**config.mk**
```make
export PLATFORM = sky130hd
export DESIGN_NAME = ws2812_input_decoder_flat
export DESIGN_NICKNAME = d
export VERILOG_FILES = /design/src/rtl/ws2812_input_decoder_if.sv /design/src/rtl/ws2812_input_decoder.sv /design/src/flat_wrapper.sv
export SDC_FILE = /design/constraint.sdc
export NUM_CORES = 1
export LEC_CHECK = 0
export CAP_MARGIN = 10
export CORE_UTILIZATION = 58
export DETAILED_ROUTE_END_ITERATION = 12
export GPL_TIMING_DRIVEN = 1
export PLACE_DENSITY = 0.77
export SKIP_LAST_GASP = 1
export SYNTH_ARGS = -nofsm -noshare
export SYNTH_HDL_FRONTEND = slang
export SYNTH_SLANG_ARGS = --single-unit
export TNS_END_PERCENT = 100
```
**constraint.sdc**
```tcl
create_clock -name clk -period 2.2 [get_ports clk]
set_input_delay 0.44 -clock clk [delete_from_list [all_inputs] [get_ports clk]]
set_output_delay 0.44 -clock clk [all_outputs]
set_load 0.01 [all_outputs]
```
**src/rtl/ws2812_input_decoder_if.sv**
```systemverilog
// Output bundle of the WS2812 receive decoder: decoded bytes and frame events.
// master drives it (the decoder), slave consumes it.
interface ws2812_input_decoder_if;
   logic [7:0] data;
   logic       data_valid;
   logic [7:0] byte_index;
   logic       frame_end;
   logic       error;
   logic       busy;

   modport master (
      output data,
      output data_valid,
      output byte_index,
      output frame_end,
      output error,
      output busy
   );

   modport slave (
      input data,
      input data_valid,
      input byte_index,
      input frame_end,
      input error,
      input busy
   );
endinterface

```
**src/rtl/ws2812_input_decoder.sv**
```systemverilog
// WS2812 single-wire receiver: pulse-width bit decode, MSB-first byte assembly
// and reset-gap frame detection.
module ws2812_input_decoder #(
   parameter int THRESHOLD    = 7,
   parameter int MAX_HIGH     = 24,
   parameter int RESET_CYCLES = 600
) (
   input  logic                   clk,
   input  logic                   rst,
   input  logic                   din,
   ws2812_input_decoder_if.master out_if
);

   typedef enum logic [1:0] {
      SYNC,
      IDLE,
      HIGH,
      LOW
   } state_t;

   localparam logic [15:0] THR  = 16'(THRESHOLD);
   localparam logic [15:0] MAXH = 16'(MAX_HIGH);
   localparam logic [15:0] RSTC = 16'(RESET_CYCLES);

   state_t      state_q, state_d;
   logic        s1_q, s2_q, s3_q;
   logic [15:0] cnt_q, cnt_d;
   logic [2:0]  bit_cnt_q, bit_cnt_d;
   logic [7:0]  sh_q, sh_d;
   logic [7:0]  fbc_q, fbc_d;
   logic [7:0]  data_q, data_d;
   logic        dv_q, dv_d;
   logic [7:0]  idx_q, idx_d;
   logic        fe_q, fe_d;
   logic        err_q, err_d;
   logic        busy_q, busy_d;

   logic        rise;
   logic        fall;
   logic        bit_val;
   logic [15:0] cnt_inc;
   logic [7:0]  byte_nxt;

   assign rise     = s2_q & ~s3_q;
   assign fall     = ~s2_q & s3_q;
   assign cnt_inc  = (cnt_q == 16'hFFFF) ? cnt_q : cnt_q + 16'd1;
   assign bit_val  = (cnt_q >= THR);
   assign byte_nxt = {sh_q[6:0], bit_val};

   always_comb begin
      state_d   = state_q;
      cnt_d     = cnt_q;
      bit_cnt_d = bit_cnt_q;
      sh_d      = sh_q;
      fbc_d     = fbc_q;
      data_d    = data_q;
      idx_d     = idx_q;
      dv_d      = 1'b0;
      fe_d      = 1'b0;
      err_d     = 1'b0;

      unique case (state_q)
         SYNC: begin
            // Only a full low gap proves we are between frames.
            if (s2_q) begin
               cnt_d = '0;
            end else if (cnt_q >= RSTC) begin
               cnt_d   = '0;
               state_d = IDLE;
            end else begin
               cnt_d = cnt_inc;
            end
         end
         IDLE: begin
            if (rise) begin
               cnt_d     = 16'd1;
               bit_cnt_d = '0;
               sh_d      = '0;
               fbc_d     = '0;
               state_d   = HIGH;
            end
         end
         HIGH: begin
            if (cnt_q > MAXH) begin
               err_d     = 1'b1;
               sh_d      = '0;
               bit_cnt_d = '0;
               cnt_d     = '0;
               state_d   = SYNC;
            end else if (fall) begin
               sh_d      = byte_nxt;
               bit_cnt_d = bit_cnt_q + 3'd1;
               cnt_d     = 16'd1;
               state_d   = LOW;
               if (bit_cnt_q == 3'd7) begin
                  data_d = byte_nxt;
                  dv_d   = 1'b1;
                  idx_d  = fbc_q;
                  if (fbc_q != 8'hFF) begin
                     fbc_d = fbc_q + 8'd1;
                  end
               end
            end else if (s2_q) begin
               cnt_d = cnt_inc;
            end
         end
         LOW: begin
            if (rise) begin
               cnt_d   = 16'd1;
               state_d = HIGH;
            end else if (cnt_q >= RSTC) begin
               fe_d    = 1'b1;
               cnt_d   = '0;
               state_d = IDLE;
               if (bit_cnt_q != 3'd0) begin
                  err_d     = 1'b1;
                  bit_cnt_d = '0;
                  sh_d      = '0;
               end
            end else begin
               cnt_d = cnt_inc;
            end
         end
         default: begin
            state_d = SYNC;
         end
      endcase

      busy_d = (state_d == HIGH) || (state_d == LOW);
   end

   always_ff @(posedge clk or negedge rst) begin
      if (!rst) begin
         state_q   <= SYNC;
         s1_q      <= 1'b0;
         s2_q      <= 1'b0;
         s3_q      <= 1'b0;
         cnt_q     <= '0;
         bit_cnt_q <= '0;
         sh_q      <= '0;
         fbc_q     <= '0;
         data_q    <= '0;
         dv_q      <= 1'b0;
         idx_q     <= '0;
         fe_q      <= 1'b0;
         err_q     <= 1'b0;
         busy_q    <= 1'b0;
      end else begin
         state_q   <= state_d;
         s1_q      <= din;
         s2_q      <= s1_q;
         s3_q      <= s2_q;
         cnt_q     <= cnt_d;
         bit_cnt_q <= bit_cnt_d;
         sh_q      <= sh_d;
         fbc_q     <= fbc_d;
         data_q    <= data_d;
         dv_q      <= dv_d;
         idx_q     <= idx_d;
         fe_q      <= fe_d;
         err_q     <= err_d;
         busy_q    <= busy_d;
      end
   end

   assign out_if.data       = data_q;
   assign out_if.data_valid = dv_q;
   assign out_if.byte_index = idx_q;
   assign out_if.frame_end  = fe_q;
   assign out_if.error      = err_q;
   assign out_if.busy       = busy_q;

endmodule
```
**src/flat_wrapper.sv**
```systemverilog
// flat-port wrapper written by rule: the top's interface ports become plain ports
module ws2812_input_decoder_flat 
#(
   parameter int THRESHOLD    = 7,
   parameter int MAX_HIGH     = 24,
   parameter int RESET_CYCLES = 600
)
  (clk, rst, din, out_if_data, out_if_data_valid, out_if_byte_index, out_if_frame_end, out_if_error, out_if_busy);
  ws2812_input_decoder_if out_if_i ();
  input  logic clk;
  input  logic rst;
  input  logic din;
  output wire logic [$bits(out_if_i.data)-1:0] out_if_data;
  output wire logic [$bits(out_if_i.data_valid)-1:0] out_if_data_valid;
  output wire logic [$bits(out_if_i.byte_index)-1:0] out_if_byte_index;
  output wire logic [$bits(out_if_i.frame_end)-1:0] out_if_frame_end;
  output wire logic [$bits(out_if_i.error)-1:0] out_if_error;
  output wire logic [$bits(out_if_i.busy)-1:0] out_if_busy;
  assign out_if_data = out_if_i.data;
  assign out_if_data_valid = out_if_i.data_valid;
  assign out_if_byte_index = out_if_i.byte_index;
  assign out_if_frame_end = out_if_i.frame_end;
  assign out_if_error = out_if_i.error;
  assign out_if_busy = out_if_i.busy;
  ws2812_input_decoder #(.THRESHOLD(THRESHOLD), .MAX_HIGH(MAX_HIGH), .RESET_CYCLES(RESET_CYCLES)) u_core (.clk(clk), .rst(rst), .din(din), .out_if(out_if_i));
endmodule
```
==> results by group <==
Synth
  • Register area share after synthesis: about 48%
  • Async set or reset register ratio after synthesis: 100%
  • Synth Register Bits: a little under 60
  • Synth Instances: 291
  • Syn nets: 300
  • YS warnings: 0
  • Synth Flop Type: dfrtp_1
  • Distinct cells, synth: 55
  • Number of synthesized flops with an enable pin: 0
  • Post-Syn Area: 3080 sq um
  • Syn_area_per_cell: around 11 sq um

Timing
  • Worst Tran Pin Value: 481 ps
  • Total Neg Setup Slack: 0 ps
  • RSZ-0062 raised after global routing: false
  • Final min period: around 2100 ps
  • Final Cycle Share: between 90 and 100%
  • Fin. Hold Viols: 0
  • Hold slack: around 100 ps
  • Clock skew: approximately 6.7 ps
  • Final setup viols: 0
  • FMAX: 0.487 GHz
  • Slew Limit Headroom: approximately two thirds
  • Final Max Slew Viols: 0

Final layout
  • Layout area overhead: 19.5%
  • Final Util: between 70 and 80%
  • Net count reported at finish: roughly 340
  • Fraction of layout cells with a size suffix above 1: about a fifth
  • Fin area: 3680 sq um
  • Ant diodes: 0

Worst setup path
  • Startpoint types: flop
  • Crit path arrival time: approximately 2300 ps
  • Worst Setup SP: u_core.cnt_q[3]
  • WP data required: between 2000 and 2500 ps
  • Crit-path cells: and4_1, nand4_2, nor2_1, buf_4, or4_1, a22oi_1
  • Slowest cell on crit path: dfrtp_1
  • Buf/Inv on CP: 1
  • R2R Path Start: u_core.cnt_q[3]
  • CP Capture Type: flop
  • CP delay by family, top: simple AND/OR/NAND/NOR gates
  • Setup CP Type: reg2reg
  • Worst-path fanout max: 9
  • Largest stage delay, worst path: around 520 ps

Placed design
  • GPL Wtd Cong: 0.904
  • Port buffer count: 22
  • Cell Area, Placed: ~3500 sq um
  • Dpl hpwl: between 4000 and 5000 um

Min path
  • Worst min path class: in2async

Global route
  • Number of antenna violations at the first check in global routing: 0
  • GRT Overall Usage: between 20% and 30%
  • First-pass GRT wire length: roughly 11000 um
  • Remaining Overflow, GRT: 0
  • Vias in the first global route: approximately 2500
  • Largest net degree at the start of global routing: 60

Power and ir drop
  • Share of power burned in registers: between 40% and 50%
  • Clock share of power: a little under half
  • Leakage: 1.61 nW
  • Switching power total: between 400 and 500 uW
  • PD cells: 611 nW/um^2
  • Pint: about 1.8 mW
  • Comb pwr share: under 10%
  • Switching part of the total: 21.2%
  • Max IR drop VDD: 0.424 mV

Clocking
  • Skew-Pair Late Insertion Delay: 340 ps
  • H-tree levels: 3
  • CTS root buffer: clkbuf_8
  • CTS buffer count: 9
  • Clk sinks: 59
  • TritonCTS clock tree: built
  • Clock Tree Buf Depth: 2
  • Worst-path clk slew: around 70 ps

Detailed routing
  • Drt via density: roughly 6.4
  • Routed Antenna Nets: 0
  • Drt wl/cell: around 17 um
  • # DRC: 0
  • Drt initial violations: around 260
  • Final wirelength: 6980 um
  • Vias: roughly 2600
  • Router iterations before antenna repair: 5

Floorplan
  • Die H: roughly 75 um
  • Initial Util: 60.3%
  • Core area: between 5000 and 6000 sq um
  • Die Area: between 5000 and 6000 sq um
  • Placement row count: 26
  • I/O Pins: 23
  • Die X: approximately 75 um

Run status
  • Status: complete, no violations

Flow run
  • Max_cap viols: 0
==> worst paths after layout <==
| check | end | slack, ps | cells after the start |
|---|---|---|---|
| max in group asynchronous | u_core.sh_q[1] | 1840 | 2 |
| hold reg to reg | u_core.s2_q | 360 | 0 |
| setup reg to reg | u_core.cnt_q[8] | 150 | 6 |
| hold / removal | u_core.cnt_q[10] | 100 | 2 |
| setup / recovery | u_core.cnt_q[8] | 150 | 6 |
| min in group clk | u_core.s2_q | 360 | 0 |
==> timing repair <==
action	in CTS	in global routing
setup endpoints to repair	0	12
hold buffers	0	0
setup buffers	0	0
gates resized for setup	0	2
hold endpoints to repair	0	0
==> metrics by stage <==
step	power (mW)	setup slack, ps	instances
after floorplan	1.15	273	291
after global placement	1.19	112	389
after detailed placement	1.19	38.7	389
after CTS	2.26	20.1	404
after global routing	2.32	45.6	404
final	2.25	145	404
==> cell usage after synthesis (3+ instances only) <==
master,instances,area (sq um)
dfrtp_1,59,1480
nand2_1,27,101
nand3_1,27,135
mux2_2,16,180
a21oi_1,15,75.1
inv_1,12,45.0
o211ai_1,12,90.1
nor2_1,10,37.5
o31ai_1,10,75.1
or4_1,9,67.6
a22oi_1,8,60.1
o21ai_0,7,35.0
ha_1,6,75.1
nor3_1,5,25.0
and4_1,4,35.0
buf_2,4,20.0
buf_6,4,45.0
clkbuf_1,4,15.0
and2_1,3,18.8
nand4_1,3,18.8
o2bb2a_1,3,30.0
or3_1,3,18.8
==> final cells by class <==
type	instances	area (sq um)
multi-input combinational	206	1480
sequential	59	1480
fill	380	1430
timing repair buffer	42	378
clock buffer	10	138
tap	70	87.6
clock inverter	5	77.6
inverter	12	45.0
==> cells in the final DEF (no fill, tap or decap), types with 2 or more instances in the layout <==
master           instances
nor4_1                   2
inv_1                   12
o31ai_1                 10
o211ai_1                12
buf_4                   19
bufinv_16                2
clkinv_2                 2
nor2_1                  10
nor4_4                   2
mux2_2                  16
a31oi_1                  2
nand2_1                 27
a41oi_1                  2
ha_1                     6
o21ai_0                  7
nand4_1                  3
and2_1                   3
a22oi_1                  8
or4_1                    9
clkdlybuf4s50_1         21
nor3_1                   5
and3_1                   2
nand3_1                 27
and4_1                   4
a211oi_1                 2
o2bb2a_1                 3
dfrtp_1                 59
clkbuf_8                10
a21oi_1                 15
or3_1                    3
==> flip-flops by register name, summed over array words and instances (netlist names), 2 cells and up <==
register                  cells
u_core.fbc_q                  8
u_core.out_if.data            8
u_core.state_q                2
u_core.sh_q                   7
u_core.cnt_q                 16
u_core.bit_cnt_q              3
u_core.out_if.byte_index      8
==> power groups by stage <==
stage	registers [mW]	logic [mW]	clock network [mW]
final	1.10	0.0650	1.08
after detailed placement	1.12	0.0653	0
after CTS	1.10	0.0661	1.09
after global routing	1.10	0.0744	1.14
after floorplan	1.12	0.0255	0
after global placement	1.12	0.0640	0
==> cells by family (layout without fill, tap and decap cells) <==
group	count (synthesis)	after routing	share of synthesized area (%)
AND/OR/NAND/NOR	107	107	20.5
AO/OA/AOI/OAI	76	76	18.4
flip-flops	59	59	47.9
buffers and inverters	26	69	4.55
multiplexers	17	17	6.17
adder cells (fa/ha/maj)	6	6	2.44
==> metal layers <==
| layer | share of wire [%] | vias up | global-route usage, % |
|---|---|---|---|
| li1 | - | 1188 | - |
| met1 | 44 | 1277 | 35.5 |
| met2 | 49 | 94 | 43.0 |
| met3 | 5.5 | 13 | 4.82 |
| met4 | 1.9 | 0 | 15.1 |
| met5 | 0 | - | 0 |
(Power assumes the default switching activity.)
